==> src/rtl/spram_sweep_tester.sv <==
// Address sweeper for a single-port RAM: fills 0..DEPTH-1 with a seeded pattern, optionally reads back and counts mismatches.
// Optional macro SWEEP_CHECKER_EN: invert the pattern on odd addresses (checkerboard).
module spram_sweep_tester #(
   parameter int DATA_W = 8,
   parameter int ADDR_W = 4,
   parameter int DEPTH  = 10,
   parameter int DIV    = 10,
   parameter int RD_LAT = 1,
   parameter int ERR_W  = 8
) (
   input  logic              clk,
   input  logic              rst,
   input  logic              start,
   input  logic              mode,
   input  logic [DATA_W-1:0] seed,
   output logic              busy,
   output logic              done,
   output logic              pass,
   output logic [ERR_W-1:0]  err_count,
   output logic              ram_we,
   output logic              ram_re,
   output logic [ADDR_W-1:0] ram_addr,
   output logic [DATA_W-1:0] ram_wdata,
   input  logic [DATA_W-1:0] ram_rdata
);

   localparam int                CTR_W   = (DIV > 1) ? $clog2(DIV) : 1;
   localparam logic [CTR_W-1:0]  CTR_TOP = CTR_W'(DIV - 1);
   localparam logic [ADDR_W-1:0] LAST    = ADDR_W'(DEPTH - 1);

   typedef enum logic [2:0] {S_IDLE, S_WRITE, S_READ, S_DRAIN, S_DONE} state_t;

   state_t                        state;
   logic [CTR_W-1:0]              ctr;
   logic                          tick;
   logic                          mode_q;
   logic [DATA_W-1:0]             seed_q;
   logic [ADDR_W-1:0]             addr_inc;
   logic [RD_LAT:1]               vld_pipe;
   logic [RD_LAT:1][DATA_W-1:0]   exp_pipe;
   logic                          mismatch;
   logic                          drain_ok;
   logic [ERR_W-1:0]              err_next;

   function automatic logic [DATA_W-1:0] pat(input logic [DATA_W-1:0] s,
                                             input logic [ADDR_W-1:0] a);
      logic [DATA_W-1:0] p;
      p = s + DATA_W'(a);
`ifdef SWEEP_CHECKER_EN
      if (a[0]) p = ~p;
`endif
      return p;
   endfunction

   // Strobes decode registered state and counter so the access lands in the tick cycle itself.
   assign tick     = (ctr == CTR_TOP);
   assign ram_we   = (state == S_WRITE) && tick;
   assign ram_re   = (state == S_READ) && tick;
   assign addr_inc = ram_addr + ADDR_W'(1);

   always_comb begin
      mismatch = vld_pipe[RD_LAT] && (ram_rdata != exp_pipe[RD_LAT]);
      err_next = (mismatch && !(&err_count)) ? err_count + ERR_W'(1) : err_count;
      // Ready to finish once only the stage being compared this cycle is still in flight.
      drain_ok = 1'b1;
      for (int k = 1; k < RD_LAT; k++)
         if (vld_pipe[k]) drain_ok = 1'b0;
   end

   always_ff @(posedge clk) begin
      if (rst) begin
         state     <= S_IDLE;
         busy      <= 1'b0;
         done      <= 1'b0;
         pass      <= 1'b0;
         err_count <= '0;
         ram_addr  <= '0;
         ram_wdata <= '0;
         ctr       <= '0;
         mode_q    <= 1'b0;
         seed_q    <= '0;
         vld_pipe  <= '0;
         exp_pipe  <= '0;
      end else begin
         done        <= 1'b0;
         err_count   <= err_next;
         vld_pipe[1] <= ram_re;
         exp_pipe[1] <= pat(seed_q, ram_addr);
         for (int k = 2; k <= RD_LAT; k++) begin
            vld_pipe[k] <= vld_pipe[k-1];
            exp_pipe[k] <= exp_pipe[k-1];
         end
         if (state == S_WRITE || state == S_READ)
            ctr <= tick ? '0 : ctr + CTR_W'(1);

         case (state)
            S_IDLE: begin
               if (start) begin
                  mode_q    <= mode;
                  seed_q    <= seed;
                  err_count <= '0;
                  pass      <= 1'b0;
                  busy      <= 1'b1;
                  ctr       <= '0;
                  ram_addr  <= '0;
                  ram_wdata <= pat(seed, '0);
                  state     <= S_WRITE;
               end
            end
            S_WRITE: begin
               if (tick) begin
                  if (ram_addr == LAST) begin
                     if (mode_q) begin
                        ram_addr <= '0;
                        state    <= S_READ;
                     end else begin
                        done  <= 1'b1;
                        pass  <= (err_next == '0);
                        state <= S_DONE;
                     end
                  end else begin
                     ram_addr  <= addr_inc;
                     ram_wdata <= pat(seed_q, addr_inc);
                  end
               end
            end
            S_READ: begin
               if (tick) begin
                  if (ram_addr == LAST) state <= S_DRAIN;
                  else                  ram_addr <= addr_inc;
               end
            end
            S_DRAIN: begin
               if (drain_ok) begin
                  done  <= 1'b1;
                  pass  <= (err_next == '0);
                  state <= S_DONE;
               end
            end
            S_DONE: begin
               busy  <= 1'b0;
               state <= S_IDLE;
            end
            default: state <= S_IDLE;
         endcase
      end
   end

endmodule

==> config.mk <==
export PLATFORM = sky130hd
export DESIGN_NAME = spram_sweep_tester
export DESIGN_NICKNAME = d
export VERILOG_FILES = /design/src/rtl/spram_sweep_tester.sv
export SDC_FILE = /design/constraint.sdc
export NUM_CORES = 1
export LEC_CHECK = 0
export ABC_AREA = 1
export ABC_CLOCK_PERIOD_IN_PS = 2600
export CORE_MARGIN = 10
export CORE_UTILIZATION = 45
export DETAILED_ROUTE_END_ITERATION = 7
export GPL_TIMING_DRIVEN = 0
export PLACE_DENSITY = 0.69
export SYNTH_ARGS = -nofsm -noshare
export SYNTH_HDL_FRONTEND = slang
export SYNTH_SLANG_ARGS = --single-unit
==> constraint.sdc <==
create_clock -name clk -period 2.6 [get_ports clk]
set_input_delay 0.78 -clock clk [delete_from_list [all_inputs] [get_ports clk]]
set_output_delay 0.78 -clock clk [all_outputs]
set_load 0.03 [all_outputs]
Word level (Yosys, flattened, before mapping)
Index checks and enable logic that the tools add are counted.

Input port bits: 20. Register bits after elaboration: 48. Output and inout bits: 25.

Add/subtract/negate cells: 5. Eq/ne operators: 16. Multiplexer cells: 36. Reductions and logical operators: 19.

Operator list (number): 2-to-1 mux 8 bit (6); 2-to-1 mux 4 bit (10); 2-to-1 mux 3 bit (6); adder 8 x 4 -> 8 bit (2); case mux 8 bit (2 select lines) (1); inequality test 2 bit (second input constant) (6); case mux 3 bit (4 select lines) (1); case mux 4 bit (3 select lines) (1); AND reduction 5 bit (2); adder 4 x 1 -> 4 bit (second input constant) (2); adder 8 x 1 -> 8 bit (second input constant) (1); equality test 4 bit (second input constant) (2); zero test 8 bit (1); 2-to-1 mux 1 bit (8); inequality test 8 bit (1); AND reduction 8 bit (1); equality test 3 x 2 -> 1 bit (second input constant) (2); AND reduction 6 bit (1); nonzero test 3 bit (2); logical AND 1 bit (4); inequality test 2 x 1 -> 1 bit (second input constant) (2); case mux 1 bit (2 select lines) (2); AND reduction 2 bit (2); AND reduction 4 bit (1); other kinds (8) (9).

Depth between registers and ports, before layout
Gate-level depths: netlist of run 1.

Depth after elaboration: 9. Gate-level depth with buffers: 14. Gate-level depth less buffers: 14.

Worst setup path before layout of run 1
Ideal clock, no wire load.

Kind: reg2reg. Start: register ram_addr[1]. End: register ram_wdata[6]. Period minus slack after synthesis: 2.268 ns. Cell stages (with the launch flop): 14. Path buffers: 0. Data arrival time: 2.137 ns. Setup slack: 0.332 ns. Setup time: 0.132 ns. Cell sequence: dfxtp_1 inv_1 ha_1 inv_1 fa_1 nand2_1 nand2_1 a21oi_1 or2_2 nor2_1 nand2_1 nand2_1 o221ai_2 a21oi_1.

Longest elaborated chain between the ends: 5. Elaborated cells between the ends (all ways): 8.

RTL lines: start, declared (line 22) `output logic [ADDR_W-1:0] ram_addr,`; start signal, assigned (line 122) `ram_addr <= addr_inc;`; start signal, assigned (line 130) `else ram_addr <= addr_inc;`; adder 4 x 1 -> 4 bit (line 59) `assign addr_inc = ram_addr + ADDR_W'(1);`; adder 8 x 4 -> 8 bit (line 48) `p = s + DATA_W'(a);`; 2-to-1 mux 8 bit (line 112) `if (ram_addr == LAST) begin`; 2-to-1 mux 8 bit (line 111) `if (tick) begin`; case mux 8 bit (2 select lines) (line 96) `case (state)`; end signal, assigned (line 106) `ram_wdata <= pat(seed, '0);`; end signal, assigned (line 123) `ram_wdata <= pat(seed_q, addr_inc);`; end, declared (line 23) `output logic [DATA_W-1:0] ram_wdata,`.

Parallel ways exist; a longest one is shown, timed or not. The select of a mux whose other input is x is not followed. A chain may end at the register's enable or synchronous reset.

Final worst setup path of run 1
Start: register state[2]. End: output ram_we.

Longest elaborated chain between the ends: 2.

RTL lines: start, declared (line 33) `state_t state;`; start signal, assigned (line 72) `state <= S_IDLE;`; start signal, assigned (line 107) `state <= S_WRITE;`; start signal, assigned (line 115) `state <= S_READ;`; equality test 3 x 1 -> 1 bit (line 57) `assign ram_we = (state == S_WRITE) && tick;`; logical AND 1 bit (line 57); end, declared (line 20) `output logic ram_we,`.

No other way between the ends.

==> flow_summary.toml, run 1 <==
[worst_setup_path]
crit_family = "buffers and inverters"
critical_path.startpoint_type = "register"
worstSetupEndpointType = "output port"
r2r-start = "ram_addr[0]"
crit_required_ps = 1820
cp_slowest_stage_delay_ps = 330
crit_start = "state[2]"
path_max_fanout = 10
crit_slowest_cell = "dfxtp_1"
crit_chain = "inv_1 -> nand2_1 -> nor2_1 -> inv_1 -> buf_2 -> nor2_1 -> clkbuf_2"
crit_buf_inv = 4
crit_arrival_ps = 1590
path_class = "register to output port"

[synthesis]
synthCells = 364
netlist_area_um2 = 2600
syn_nets = 397
ys_types = 36
synth.yosys.seq_area_share_pct = 36.9
synth_warnings = 0
syn_avg_cell_area_um2 = 7.15
ys_ff_latch = 48

[route]
met2_wirelength_um = 2750
vias = 2451
postRouteAntennaNets = 0
routed.top_layer = "met4"
routedWlPerCell_um = 13.0
vias_per_cell = 5.03
drtPass1Iterations = 4
wl_um = 6350
drcViolationCount = 0
wl_met1_um = 3080
detail_route.iter0.violations = 103
wl_met3_um = 407

[floorplan]
io_pins = 45
die_x_um = 96.1
die_height_um = 96.1
initial_core_util_pct = 46.7
coreArea_um2 = 5570
rows = 27
die-area_um2 = 9230

[run]
maxCapViolCount = 0

[cts]
cts_tree = "done"
worst_skew_pair.late_latency_ps = 300
clk_pin_slew_ps = 90
cts_sinks = 48
cts-htree-levels = 2
numCtsBuffers = 5
cts_root_buf = "clkbuf_8"
cts_buffer_depth = 2

[timing]
finalMaxSlewViolations = 0
finalClockSkew_ps = 6.14
period_minus_slack_ps = 2370
worst_pin_slew_ps = 491
max_freq_ghz = 0.422
setup_viol = 0
rsz0062_at_grt = "false"
finalCritPeriodShare_pct = 91.2
tns_ps = 0
max_slew_margin_pct = 67.3
hold_viol = 0

[placed_design]
place_inst = 479
hpwl_um = 4830
numPortBuffers = 43
dpl_cell_area_um2 = 3120
place.gp.congestion = 0.899

[worst_hold_path]
hold_path.class = "register to register"
min_from = "ram_wdata[6]"

[global_route]
grt_max_degree = 15
grt_pass1_vias = 2520
grt_pass1_wl_um = 11500
antenna_found_initial = 0
grt_use_total_pct = 15.3
grt.overflow.total = 0

[cells_and_area]
stdcell_count = 487
finish.instance_area_um2 = 3240
diodes = 0
num-nets-final = 447
drive_gt1_share_pct = 7.47
area.growth.synth_to_final_pct = 24.6

[power]
finalPower_mw = 1.86
vdd_drop_max_mv = 0.309
leakage_nw = 1.38
pwr_density_cell_nw_per_um2 = 573

[run_status]
status = "complete, no violations"
## cells in the final DEF, fill, tap and decap left out, types with 3 or more instances in the layout
cell	count
xnor2_1	7
a22oi_1	3
nand2_1	72
clkbuf_8	7
nand3_1	14
clkdlybuf4s50_1	41
ha_1	11
a31oi_1	4
a21oi_1	40
nand2_2	4
nor2_1	41
nand4_1	9
inv_1	44
dfxtp_1	47
o21ai_0	25
clkbuf_1	6
o21ai_1	4
xor2_1	4
## final timing paths
kind | endpoint | slack, ps | depth (start not counted)
worst max register to register | ram_wdata[7] | 390 | 12
worst max-delay path | ram_we | 230 | 7
worst min-delay path | ram_wdata[6] | 480 | 2
worst min register to register | ram_wdata[6] | 480 | 2
## worst min-delay path, cell delays in order (launching register included)
cell and delay [ps]:
dfxtp_1 320, nand2_1 60, a21oi_1 60
## through the flow
step	util [%]	setup slack, ps	hold slack [ps]
floorplan	-	332	437
global placement	56.0	-67.9	460
detailed placement	56.0	-57.8	466
CTS	58.3	40.6	484
global route	58.2	65.6	509
finish	58.2	228	479
## registers in the layout (all words and copies together) (netlist names)
name and cells:
pass 1, ram_wdata 8, exp_pipe 8, busy 1
seed_q 8, ram_addr 4, vld_pipe 1, done 1
mode_q 1, ctr 4, state 3, err_count 8
## power breakdown
| part | total (mW) | leakage, nW | internal [mW] | switching (mW) |
|---|---|---|---|---|
| Combinational | 0.441 | 0.919 | 0.171 | 0.270 |
| Sequential | 0.829 | 0.392 | 0.790 | 0.0384 |
| Clock | 0.589 | 0.0645 | 0.339 | 0.250 |
## synthesized netlist by cell type
| cell | instances | area share (%) |
|---|---|---|
| o221ai_2 | 1 | 0.58 |
| a31oi_1 | 4 | 0.96 |
| a211oi_1 | 1 | 0.29 |
| o31a_2 | 1 | 0.38 |
| ha_1 | 11 | 5.3 |
| buf_6 | 1 | 0.43 |
| a21oi_1 | 40 | 7.7 |
| o211ai_1 | 1 | 0.29 |
| inv_1 | 44 | 6.3 |
| fa_1 | 2 | 1.5 |
| dfxtp_1 | 48 | 37 |
| nor3_1 | 2 | 0.38 |
| nand3_2 | 2 | 0.77 |
| o21ai_0 | 25 | 4.8 |
| nor4_4 | 1 | 0.82 |
| nor2_1 | 41 | 5.9 |
| xnor2_1 | 7 | 2.4 |
| nand2_2 | 3 | 0.72 |
| or2_2 | 2 | 0.48 |
| nand4_1 | 9 | 2.2 |
| buf_4 | 1 | 0.29 |
| inv_2 | 1 | 0.14 |
| nor2_4 | 1 | 0.43 |
| nand3_1 | 14 | 2.7 |
| xor2_1 | 4 | 1.3 |
| o21bai_1 | 2 | 0.58 |
| nor2_2 | 1 | 0.24 |
| o21ai_1 | 4 | 0.77 |
| and3_1 | 1 | 0.24 |
| o31ai_1 | 2 | 0.58 |
| nand2_1 | 73 | 11 |
| nor3b_1 | 1 | 0.29 |
| a22oi_1 | 3 | 0.86 |
| a21oi_2 | 2 | 0.67 |
| clkbuf_1 | 6 | 0.86 |
| buf_2 | 2 | 0.38 |
## routing by layer
| metal | up-vias | global-route usage [%] |
|---|---|---|
| li1 | 1305 | - |
| met1 | 1082 | 19.7 |
| met2 | 57 | 23.8 |
| met3 | 7 | 4.20 |
| met4 | 0 | 5.65 |
| met5 | - | 0 |
## cell type report
class,instances,area (um2)
Fill cell,543,2330
Clock buffer,7,96.3
Buffer,10,51.3
Inverter,45,169
Tap cell,72,90.1
Timing Repair Buffer,43,420
Clock inverter,1,30.0
Sequential cell,48,962
Multi-Input combinational cell,261,1430
## cell families (layout without fill, tap and decap cells)
group / after synthesis / count (layout) / synth area share, %
flip-flops: 48 / 48 / 36.9
XOR/XNOR: 11 / 11 / 3.70
buffers and inverters: 55 / 106 / 8.46
AND/OR/NAND/NOR: 151 / 151 / 25.7
AO/OA/AOI/OAI: 86 / 86 / 18.5
adder cells (fa/ha/maj): 13 / 13 / 6.82
## timing repair
item,4_1_cts,5_1_grt
resized for setup,2,6
endpoints found under the setup margin,2,4
pin swaps,0,0
setup buffers,0,0
hold buffers,0,0
(Power assumes the default switching activity.)
==> inputs of run 2 (changes only) <==
--- a/config.mk
+++ b/config.mk
@@ -6,9 +6,10 @@
 export NUM_CORES = 1
 export LEC_CHECK = 0
 export ABC_AREA = 1
-export ABC_CLOCK_PERIOD_IN_PS = 2600
+export ABC_CLOCK_PERIOD_IN_PS = 2910
 export CORE_MARGIN = 10
 export CORE_UTILIZATION = 45
+export CTS_CLUSTER_SIZE = 10
 export DETAILED_ROUTE_END_ITERATION = 7
 export GPL_TIMING_DRIVEN = 0
 export PLACE_DENSITY = 0.69
==> constraint.sdc (replaced) <==
create_clock -name clk -period 2.91 [get_ports clk]
set_input_delay 0.4365 -clock clk [delete_from_list [all_inputs] [get_ports clk]]
set_output_delay 0.4365 -clock clk [all_outputs]
set_load 0.03 [all_outputs]
==> flow_summary.toml, run 2 (same netlist as run 1, synthesis figures left out) <==
[cts]
cts.repair.resized = 0
postCtsSetupBuffers = 0
cts_tree = "done"
hold_buffers = 0
worst_skew_pair.late_latency_ps = 300
cts-htree-levels = 2
cts_sinks = 48
clk_pin_slew_ps = 90
cts_buffer_depth = 2
cts_root_buf = "clkbuf_8"
numCtsBuffers = 5

[worst_setup_path]
critical_path.startpoint_type = "register"
ff2ff_setup_slack_ps = 610
path_class = "register to output port"
worstSetupEndpointType = "output port"
crit_required_ps = 2470
rr_endpoint = "ram_wdata[7]"
reg2reg_depth = 13
crit_arrival_ps = 2040
path_max_fanout = 10
r2r-start = "ram_addr[1]"

[power]
vdd_drop_max_mv = 0.275
leakage_nw = 1.37
finalPower_mw = 1.66
pwr_density_cell_nw_per_um2 = 510

[placed_design]
place_ws_ps = 596
numPortBuffers = 43
place_inst = 479
place.gp.congestion = 0.899
hpwl_um = 4830

[global_route]
grt_pass1_wl_um = 11500
grt.overflow.total = 0
grt_pass1_vias = 2520
antenna_found_initial = 0
grt_use_total_pct = 15.3
grt_max_degree = 15

[cells_and_area]
diodes = 0
n_fill_cell = 541
num-nets-final = 447
drive_gt1_share_pct = 6.51
final_common_cell = "nand2_1"
stdcell_count = 487
area.growth.synth_to_final_pct = 24.8
layout_common_cells = "nand2_1, dfxtp_1, inv_1, clkdlybuf4s50_1, nor2_1"

[floorplan]
initial_core_util_pct = 46.7
die_height_um = 96.1
io_pins = 45
rows = 27
die-area_um2 = 9230
die_x_um = 96.1
coreArea_um2 = 5570

[timing]
finalClockSkew_ps = 5.48
worst_pin_slew_ps = 482
setup_viol = 0
finalCritPeriodShare_pct = 85.2
hold_viol = 0
max_freq_ghz = 0.403
max_slew_margin_pct = 67.8
setup_slack_ps = 432
rsz0062_at_grt = "false"
tns_ps = 0
finalMaxSlewViolations = 0
period_minus_slack_ps = 2480

[route]
vias_per_cell = 5.03
vias = 2451
drtPass1Iterations = 5
wl_um = 6340
drcViolationCount = 0
routedWlPerCell_um = 13.0
postRouteAntennaNets = 0
detail_route.iter0.violations = 103

[run_status]
status = "complete, no violations"

[run]
maxCapViolCount = 0

[worst_hold_path]
holdPathStages = 2
min_from = "ram_wdata[6]"
hold_path.class = "register to register"
hold_end = "ram_wdata[6]"
-- run 2: cell count changes in the layout (fill, tap and decap cells not counted) --
cell             previous run  this run
clkbuf_2                    2         0
clkdlybuf4s50_1            41        43
dfxtp_1                    47        48
dfxtp_2                     1         0
nand2_1                    72        73
nand2_2                     4         3
-- run 2: how the worst max path moves through the flow --
stage,endpoint,from,slack (ps)
global placement,pass,ram_rdata[0],590
global route,ram_we,state[2],250
detailed placement,pass,ram_rdata[0],600
finish,ram_we,state[2],430
floorplan,ram_wdata[6],ram_addr[1],640
CTS,ram_we,state[2],410
-- run 2: final cells by class --
class	instances	area [um2]	area share, %
Buffer	10	51.3	1.58
Clock buffer	7	96.3	2.96
Clock inverter	1	30.0	0.924
Inverter	45	169	5.20
Multi-Input combinational cell	261	1420	43.8
Sequential cell	48	961	29.6
Tap cell	72	90.1	2.77
Timing Repair Buffer	43	430	13.2
-- run 2: metal layers --
layer | vias to the layer above | share of wire (%) | global-route usage [%]
li1 | 1303 | - | -
met1 | 1088 | 49 | 19.7
met2 | 56 | 44 | 23.8
met3 | 4 | 6.3 | 4.20
met4 | 0 | 1.1 | 5.65
met5 | - | 0 | 0
-- run 2: through the flow --
step	cell area [um2]	utilization, %	hold slack [ps]
final	3250	58.3	479
after CTS	3250	58.3	484
after global routing	3250	58.3	509
after detailed placement	3120	56.0	466
after global placement	3120	56.0	460
after floorplan	2600	-	437
-- run 2: report_power, final --
part,switching [mW],internal (mW)
Clock,0.221,0.303
Sequential,0.0343,0.706
Combinational,0.241,0.153
-- run 2: worst max-delay path: stages (launching register included) --
cell             delay [ps]
dfxtp_1                 330
inv_1                    70
nand2_1                  60
nor2_1                  160
inv_1                   110
buf_2                   200
nor2_1                  130
clkdlybuf4s50_1         690
==> inputs of run 3 (changes only) <==
--- a/config.mk
+++ b/config.mk
@@ -13,6 +13,7 @@
 export DETAILED_ROUTE_END_ITERATION = 7
 export GPL_TIMING_DRIVEN = 0
 export PLACE_DENSITY = 0.69
+export SKIP_LAST_GASP = 1
 export SYNTH_ARGS = -nofsm -noshare
 export SYNTH_HDL_FRONTEND = slang
 export SYNTH_SLANG_ARGS = --single-unit
==> results of run 3 <==
No change in the layout: final DEF, timing and power equal those of run 2.
